===== config.mk =====
export PLATFORM = sky130hd
export DESIGN_NAME = const_div_seq
export DESIGN_NICKNAME = d
export VERILOG_FILES = /design/src/rtl/const_div_seq.sv
export SDC_FILE = /design/constraint.sdc
export NUM_CORES = 1
export LEC_CHECK = 0
export ABC_AREA = 1
export BUFFER_PORTS_ARGS = -buffer_cell sky130_fd_sc_hd__clkbuf_2
export CORE_MARGIN = 2
export CORE_UTILIZATION = 48
export DETAILED_ROUTE_END_ITERATION = 8
export PLACE_DENSITY = 0.75
export SYNTH_ARGS = -nofsm -noshare
export SYNTH_HDL_FRONTEND = slang
export SYNTH_SLANG_ARGS = --single-unit

===== constraint.sdc =====
create_clock -name clk -period 3.4 [get_ports clk]
set_input_delay 0.17 -clock clk [delete_from_list [all_inputs] [get_ports clk]]
set_output_delay 0.17 -clock clk [all_outputs]
set_load 0.02 [all_outputs]

===== src/rtl/const_div_seq.sv =====
// Sequential unsigned divider by a compile-time constant D. It retires K dividend bits
// per cycle, MSB first, and has valid/ready handshakes on the operand and result sides.
module const_div_seq #(
  parameter int W = 64,
  parameter int D = 11,
  parameter int K = 4
) (
  input  logic                 clk,
  input  logic                 rst,
  input  logic                 in_valid,
  output logic                 in_ready,
  input  logic [W-1:0]         in_data,
  output logic                 out_valid,
  input  logic                 out_ready,
  output logic [W-1:0]         out_quot,
  output logic [$clog2(D)-1:0] out_rem,
  output logic                 busy
);

  localparam int R = $clog2(D);
  localparam int STEPS = W / K;
  localparam int CW = (STEPS > 1) ? $clog2(STEPS) : 1;
  localparam logic [R:0] DIV = (R+1)'(D);
  localparam logic [CW-1:0] LAST = CW'(STEPS - 1);

  if (K < 1 || K > 8 || (W % K) != 0 || D < 2 || D >= 65536) begin : g_badParams
    $error("const_div_seq: illegal parameters W=%0d D=%0d K=%0d", W, D, K);
  end

  typedef enum logic [1:0] {IDLE, RUN, DONE} state_e;

  state_e           state_q, state_d;
  logic [W-1:0]     workReg_q, workReg_d;
  logic [R-1:0]     rem_q, rem_d;
  logic [CW-1:0]    count_q, count_d;
  logic [W-1:0]     outQuot_q, outQuot_d;
  logic [R-1:0]     outRem_q, outRem_d;

  logic [R:0]       acc;
  logic [K-1:0]     qChunk;
  logic [R-1:0]     remNext;
  logic [W-1:0]     workNext;
  logic             accept;

  // The dividend leaves the top of workReg while quotient digits enter at the bottom,
  // so after STEPS shifts the register holds the full quotient.
  always_comb begin
    acc = {1'b0, rem_q};
    qChunk = '0;
    for (int j = K - 1; j >= 0; j--) begin
      acc = {acc[R-1:0], workReg_q[W-K+j]};
      if (acc >= DIV) begin
        acc = acc - DIV;
        qChunk[j] = 1'b1;
      end
    end
    remNext = acc[R-1:0];
    workNext = (workReg_q << K) | W'(qChunk);
  end

  assign in_ready  = (state_q == IDLE) || ((state_q == DONE) && out_ready);
  assign accept    = in_valid && in_ready;
  assign out_valid = (state_q == DONE);
  assign busy      = (state_q == RUN);
  assign out_quot  = outQuot_q;
  assign out_rem   = outRem_q;

  always_comb begin
    state_d   = state_q;
    workReg_d = workReg_q;
    rem_d     = rem_q;
    count_d   = count_q;
    outQuot_d = outQuot_q;
    outRem_d  = outRem_q;
    case (state_q)
      IDLE: ;
      RUN: begin
        workReg_d = workNext;
        rem_d     = remNext;
        count_d   = count_q + 1'b1;
        if (count_q == LAST) begin
          state_d   = DONE;
          outQuot_d = workNext;
          outRem_d  = remNext;
        end
      end
      DONE: begin
        if (out_ready && !in_valid) state_d = IDLE;
      end
      default: state_d = IDLE;
    endcase
    // An accept in DONE overrides the return to IDLE, giving back-to-back operation.
    if (accept) begin
      workReg_d = in_data;
      rem_d     = '0;
      count_d   = '0;
      state_d   = RUN;
    end
  end

  always_ff @(posedge clk) begin
    if (rst) begin
      state_q   <= IDLE;
      workReg_q <= '0;
      rem_q     <= '0;
      count_q   <= '0;
      outQuot_q <= '0;
      outRem_q  <= '0;
    end else begin
      state_q   <= state_d;
      workReg_q <= workReg_d;
      rem_q     <= rem_d;
      count_q   <= count_d;
      outQuot_q <= outQuot_d;
      outRem_q  <= outRem_d;
    end
  end

endmodule

* Yosys cells after proc, flatten, opt, wreduce, memory -nomap -nowiden
Index checks and enable logic that the tools add are counted.
** Cells by class
- $add $sub $neg :: 5
- Order comparisons :: 4
- Eq/ne operators :: 8
- Muxes and demuxes :: 14
- Bitwise operators :: 2
- Reductions and logical operators :: 11
** Operator list (number)
- $mux 64 :: 2
- $or 64x4->64 :: 1
- $ge 5x4->1 const B :: 4
- $mux 4 :: 4
- $sub 4x4->4 const B :: 4
- $ne 3x1->1 const B :: 2
- $pmux 2 s3 :: 1
- $reduce_and 3->1 :: 2
- $mux 1 :: 5
- $add 4x1->4 const B :: 1
- $eq 4x4->1 const B :: 1
- $mux 2 :: 2
- $ne 2x1->1 const B :: 2
- $logic_and 1x1->1 :: 3
- $eq 2x1->1 const B :: 1
- $eq 2x2->1 const B :: 1
- $logic_not 2->1 :: 1
- $ne 2x2->1 const B :: 1
- $reduce_and 2->1 :: 1
- $reduce_bool 2->1 :: 1
- $reduce_or 2->1 :: 1
- $logic_not 1->1 :: 1
- $logic_or 1x1->1 :: 1
- $not 1->1 :: 1
** Storage, ports and cells
- Flip-flop bits (word level) :: 142
- Input bits :: 68
- Output and inout bits :: 71
- Word-level logic and storage cells :: 51

* Logic depth before layout (Yosys ltp)
- Depth after elaboration :: 11
- Mapped depth :: 29
- Gate-level depth less buffers :: 29

* Worst setup path before layout
OpenSTA, ideal clock, no wires.
- Path type :: register -> register
- Start :: reg workReg_q[63]
- End :: reg outRem_q[0], in the netlist out_rem[0]
- Library setup time :: 109 ps
- Data arrival time :: 3118 ps
- Required time :: 3291 ps
- Path slack :: 173 ps
- Stages on the path, launching flop included :: 28
- Path buffers :: 0
- Clock period less this slack :: 3227 ps
- Cells stage by stage :: dfxtp_1 ha_1 nor2_1 nand2_1 nand2_2 nand2_4 xor2_2 ha_1 inv_1 nand3_1 a21oi_2 nand3_1 nand2_1 inv_1 ha_1 nor2_2 nand2_2 nand2_4 nand2_4 nand2_1 nand2_1 inv_1 ha_1 nand3_2 nand4_1 nand3_1 nand2_1 inv_1
** On the way
- Word-level cells in the longest chain between the ends :: 8
- Elaborated cells between the ends (all ways) :: 11
- Those cells by class :: add/sub (3); order compare (4); mux (4)
** Ends and longest elaborated chain
- start: declaration :: line 33 : logic [W-1:0] workReg_q, workReg_d;
- start signal: assignment :: line 111 : workReg_q <= workReg_d;
- $sub 4x4->4 or $ge 5x4->1 (tied branches) :: line 53, 52
- $mux 4 * :: line 52 : if (acc >= DIV) begin
- $sub 4x4->4 or $ge 5x4->1 (tied branches) :: line 53, 52
- $mux 4 * :: line 52
- $sub 4x4->4 or $ge 5x4->1 (tied branches) :: line 53, 52
- $mux 4 * :: line 52
- $ge 5x4->1 * :: line 52
- $mux 4 * :: line 52
- end signal: assignment :: line 115 : outRem_q <= outRem_d;
- end: declaration :: line 37 : logic [R-1:0] outRem_q, outRem_d;
Mark *: on every way between the ends. The rest lies on a longest branch, timed or not.
A chain may end at the register's enable or synchronous reset.

* Final worst setup path
- Start :: reg rem_q[0]
- End :: reg rem_q[1]
** On the way
- Word-level cells in the longest chain between the ends :: 8
- Elaborated cells between the ends (all ways) :: 12
- Those cells by class :: add/sub (4); order compare (4); mux (4)
** Ends and longest elaborated chain
- start: declaration :: line 34 : logic [R-1:0] rem_q, rem_d;
- start signal: assignment :: line 112 : rem_q <= rem_d;
- $sub 4x4->4 or $ge 5x4->1 (tied branches) :: line 53, 52
- $mux 4 * :: line 52
- $sub 4x4->4 or $ge 5x4->1 (tied branches) :: line 53, 52
- $mux 4 * :: line 52
- $ge 5x4->1 or $sub 4x4->4 (tied branches) :: line 52, 53
- $mux 4 * :: line 52
- $sub 4x4->4 or $ge 5x4->1 (tied branches) :: line 53, 52
- $mux 4 * :: line 52
Marked as above.

==> qor.yml <==
yosys.area_share.xor_xnor: 0.0239
synth_common_cells: "nand2_1, dfxtp_1, nor2_1, a31oi_1, o21ai_0"
status: "complete, but fails checks"
async_reset_ff_frac: 0
yosysWarnings: 0
ant_nets: 0
dieArea_um2: 13100
peakVddDrop_mv: 0.354
htree_levels: 4
cp-startpoint: "rem_q[0]"
synthCells: 791
synth_mux_area_frac: 0
gp_congestion: 0.837
fin_crit_ns: 3.53
routedWlPerCell_um: 15.1
maxSlewViolCount: 0
drv_cap: 0
first_pass_iters: 5
critPathMaxFanout: 5
worst_pin_slew_ns: 1.17
power.share.switching: 0.268
fmax_mhz: 283
cp.required_ns: 3.72
violations: "negative setup slack"
ys_seq_area_frac: 0.486
finalCritPeriodShare: 1.04
row_count: 40
yosys.area_share.simple: 0.284
yosysTopAreaCell: "dfxtp_1"
synth_fp_nets: 864
postPlaceCellArea_um2: 6650
cts_made_buffers: 17
synth_top_family_by_area: "simple AND/OR/NAND/NOR gates"
yosys-top-cells-area: "dfxtp_1, nand2_1, nor2_1"
seqPwrFrac: 0.412
path_class: "reg -> reg"
yosysMostFrequentCell: "nand2_1"
boundaryPins: 139
powerDensity_nw_per_um2: 565
synth.distinct_cells: 32
path_buf_inv: 4
drive_above_1_share: 0.269
grt_overflow: 0
syn_area_um2: 5850
hold_viol_final: 0
initial_core_util: 0.489
clock-sinks: 142
fillers: 1020
hold_class: "in -> reg"
die_w_um: 114
end_kind: "register"
ys.flop_type: "dfxtp_1"
area_growth_pct: 31.0
start_kind: "register"
crit_family: "simple AND/OR/NAND/NOR gates"
dpl.hpwl_um: 9370
setup_viol: 8
regToRegStartpoint: "rem_q[0]"
synthAdderAreaFrac: 0.0107
core_area_um2: 12000
grt_use_total: 0.245
cpMostUsedCell: "nand2_4"
min-delay-start: "in_data[52]"
via_per_inst: 5.36
cellLeakagePower_nw: 3.55
p_comb_frac: 0.162
drcViolationCount: 0
tritoncts: "done"
synth_top_area_frac: 0.486
num_vias: 5880
final_net_count: 1013
die_y_um: 114
worst_path_max_delay_cell: "dfxtp_2"
synth_edf_count: 0
root_buffer: "clkbuf_16"
antennaDiodeCount: 0
drtIter0Drc: 461
utilization: 0.641
syn_area_per_cell_um2: 7.40
finClkSkew_ns: 0.00543
cts_buffer_depth: 2
antenna_found_initial: 0
p_clk_frac: 0.427
path_clk_slew_ns: 0.06
preCtsSetupSlack_ns: -0.0842
cp_slowest_stage_delay_ns: 0.34
p_switching_mw: 1.16
dp.cells: 1038
grt_pass1_vias: 5316
grt_start_max_net_pins: 79
grt_pass1_wl_um: 25500
layout.cells.non_filler: 1098
synth-compound-area-share: 0.141
cp.arrival_ns: 3.84
portBuffers: 138
wl_um: 16600
design_area_um2: 7670
rsz0062_at_grt: "true"
synth-seq-cells: 142
p_int_mw: 3.17
clk_latency_ns: 0.42
fin_ws_ns: -0.130
slew_headroom: 0.221
==> power by group through the flow <==
| stage | Sequential (mW) | Clock [mW] | Combinational [mW] |
|---|---|---|---|
| floorplan | 1.80 | 0 | 0.368 |
| global placement | 1.81 | 0 | 0.496 |
| detailed placement | 1.81 | 0 | 0.509 |
| CTS | 1.78 | 1.87 | 0.568 |
| global route | 1.79 | 1.94 | 0.751 |
| finish | 1.78 | 1.85 | 0.700 |
==> flip-flops by register name (all words and copies together) (netlist names) <==
name	flops
out_rem	4
rem_q	4
out_quot	64
workReg_q	64
count_q	4
state_q	2
==> layout by cell type, fill, tap and decap left out, types with 9 or more instances in the layout <==
cell type,netlist,final
nand2_1,226,218
dfxtp_1,142,140
clkbuf_2,0,137
nor2_1,136,133
o21ai_0,59,59
a31oi_1,59,59
buf_4,1,29
inv_1,30,27
clkbuf_16,0,17
a21oi_1,16,16
nand2_2,10,13
nand2_4,7,12
nand3_1,20,12
dlygate4sd3_1,0,9
==> stage by stage <==
| stage | hold WS [ns] | power (mW) | setup TNS [ns] |
|---|---|---|---|
| 2_1_floorplan | 0.320 | 2.17 | 0 |
| 3_3_place_gp | 0.423 | 2.31 | 0 |
| 3_5_place_dp | 0.437 | 2.32 | -0.325 |
| 4_1_cts | 0.0000588 | 4.21 | 0 |
| 5_1_grt | 0.00863 | 4.48 | -2.16 |
| 6_report | 0.0132 | 4.33 | -0.507 |
==> logic make-up after synthesis <==
logic type                 Yosys count
xor gates and xnor gates            10
and+or+nand+nor                    406
DFF                                142
buffers and inverters               84
adders and majority gates            5
AOI/OAI and AO/OA                  144
==> worst register-to-register path, cell delays in order (launching register included) <==
cell	delay, ns
dfxtp_2	0.34
ha_4	0.17
nor2_2	0.11
nand2_1	0.07
nand2_2	0.11
nand2_4	0.09
xor2_4	0.20
ha_2	0.18
inv_2	0.06
nand3_2	0.11
a21oi_4	0.23
nand2_4	0.08
buf_4	0.17
nand2_2	0.09
nand2_4	0.08
nor2_4	0.12
nand2_2	0.07
nand2_4	0.10
nand2_4	0.08
nand2_2	0.11
nand3_1	0.14
nand2_4	0.12
nand2_4	0.07
buf_4	0.15
nand4_1	0.10
nand3_1	0.12
nand2_1	0.12
inv_1	0.05
==> final timing paths <==
path                    to  slack [ns]  cells past startpoint
max reg2reg       rem_q[1]       -0.13                     27
min reg2reg    out_quot[5]        0.46                      2
min          workReg_q[52]        0.01                      3
max               rem_q[1]       -0.13                     27
==> cell type report <==
type	instances	area, µm²	area share
Multi-Input combinational cell	565	2880	0.376
Clock buffer	25	505	0.0659
Inverter	35	131	0.0171
Sequential cell	142	2850	0.371
Timing Repair Buffer	179	1040	0.136
Tap cell	147	184	0.0240
Clock inverter	5	80.1	0.0104
==> routing by layer <==
| layer | part of all wire | track usage | up-vias |
|---|---|---|---|
| met3 | 0.060 | 0.0577 | 42 |
| met4 | 0.025 | 0.102 | 0 |
| met1 | 0.44 | 0.325 | 2740 |
| li1 | - | - | 2860 |
| met2 | 0.47 | 0.385 | 238 |
| met5 | 0 | 0 | - |
==> what timing repair did <==
item                                   4_1_cts  5_1_grt
endpoints found under the hold margin        9        0
setup endpoints to repair                    8       10
hold buffers                                 9        0
resized for setup                            7       35
setup buffers                               10       11
pin swaps                                    9       21
Note: power is estimated with default switching activity, not from simulation.
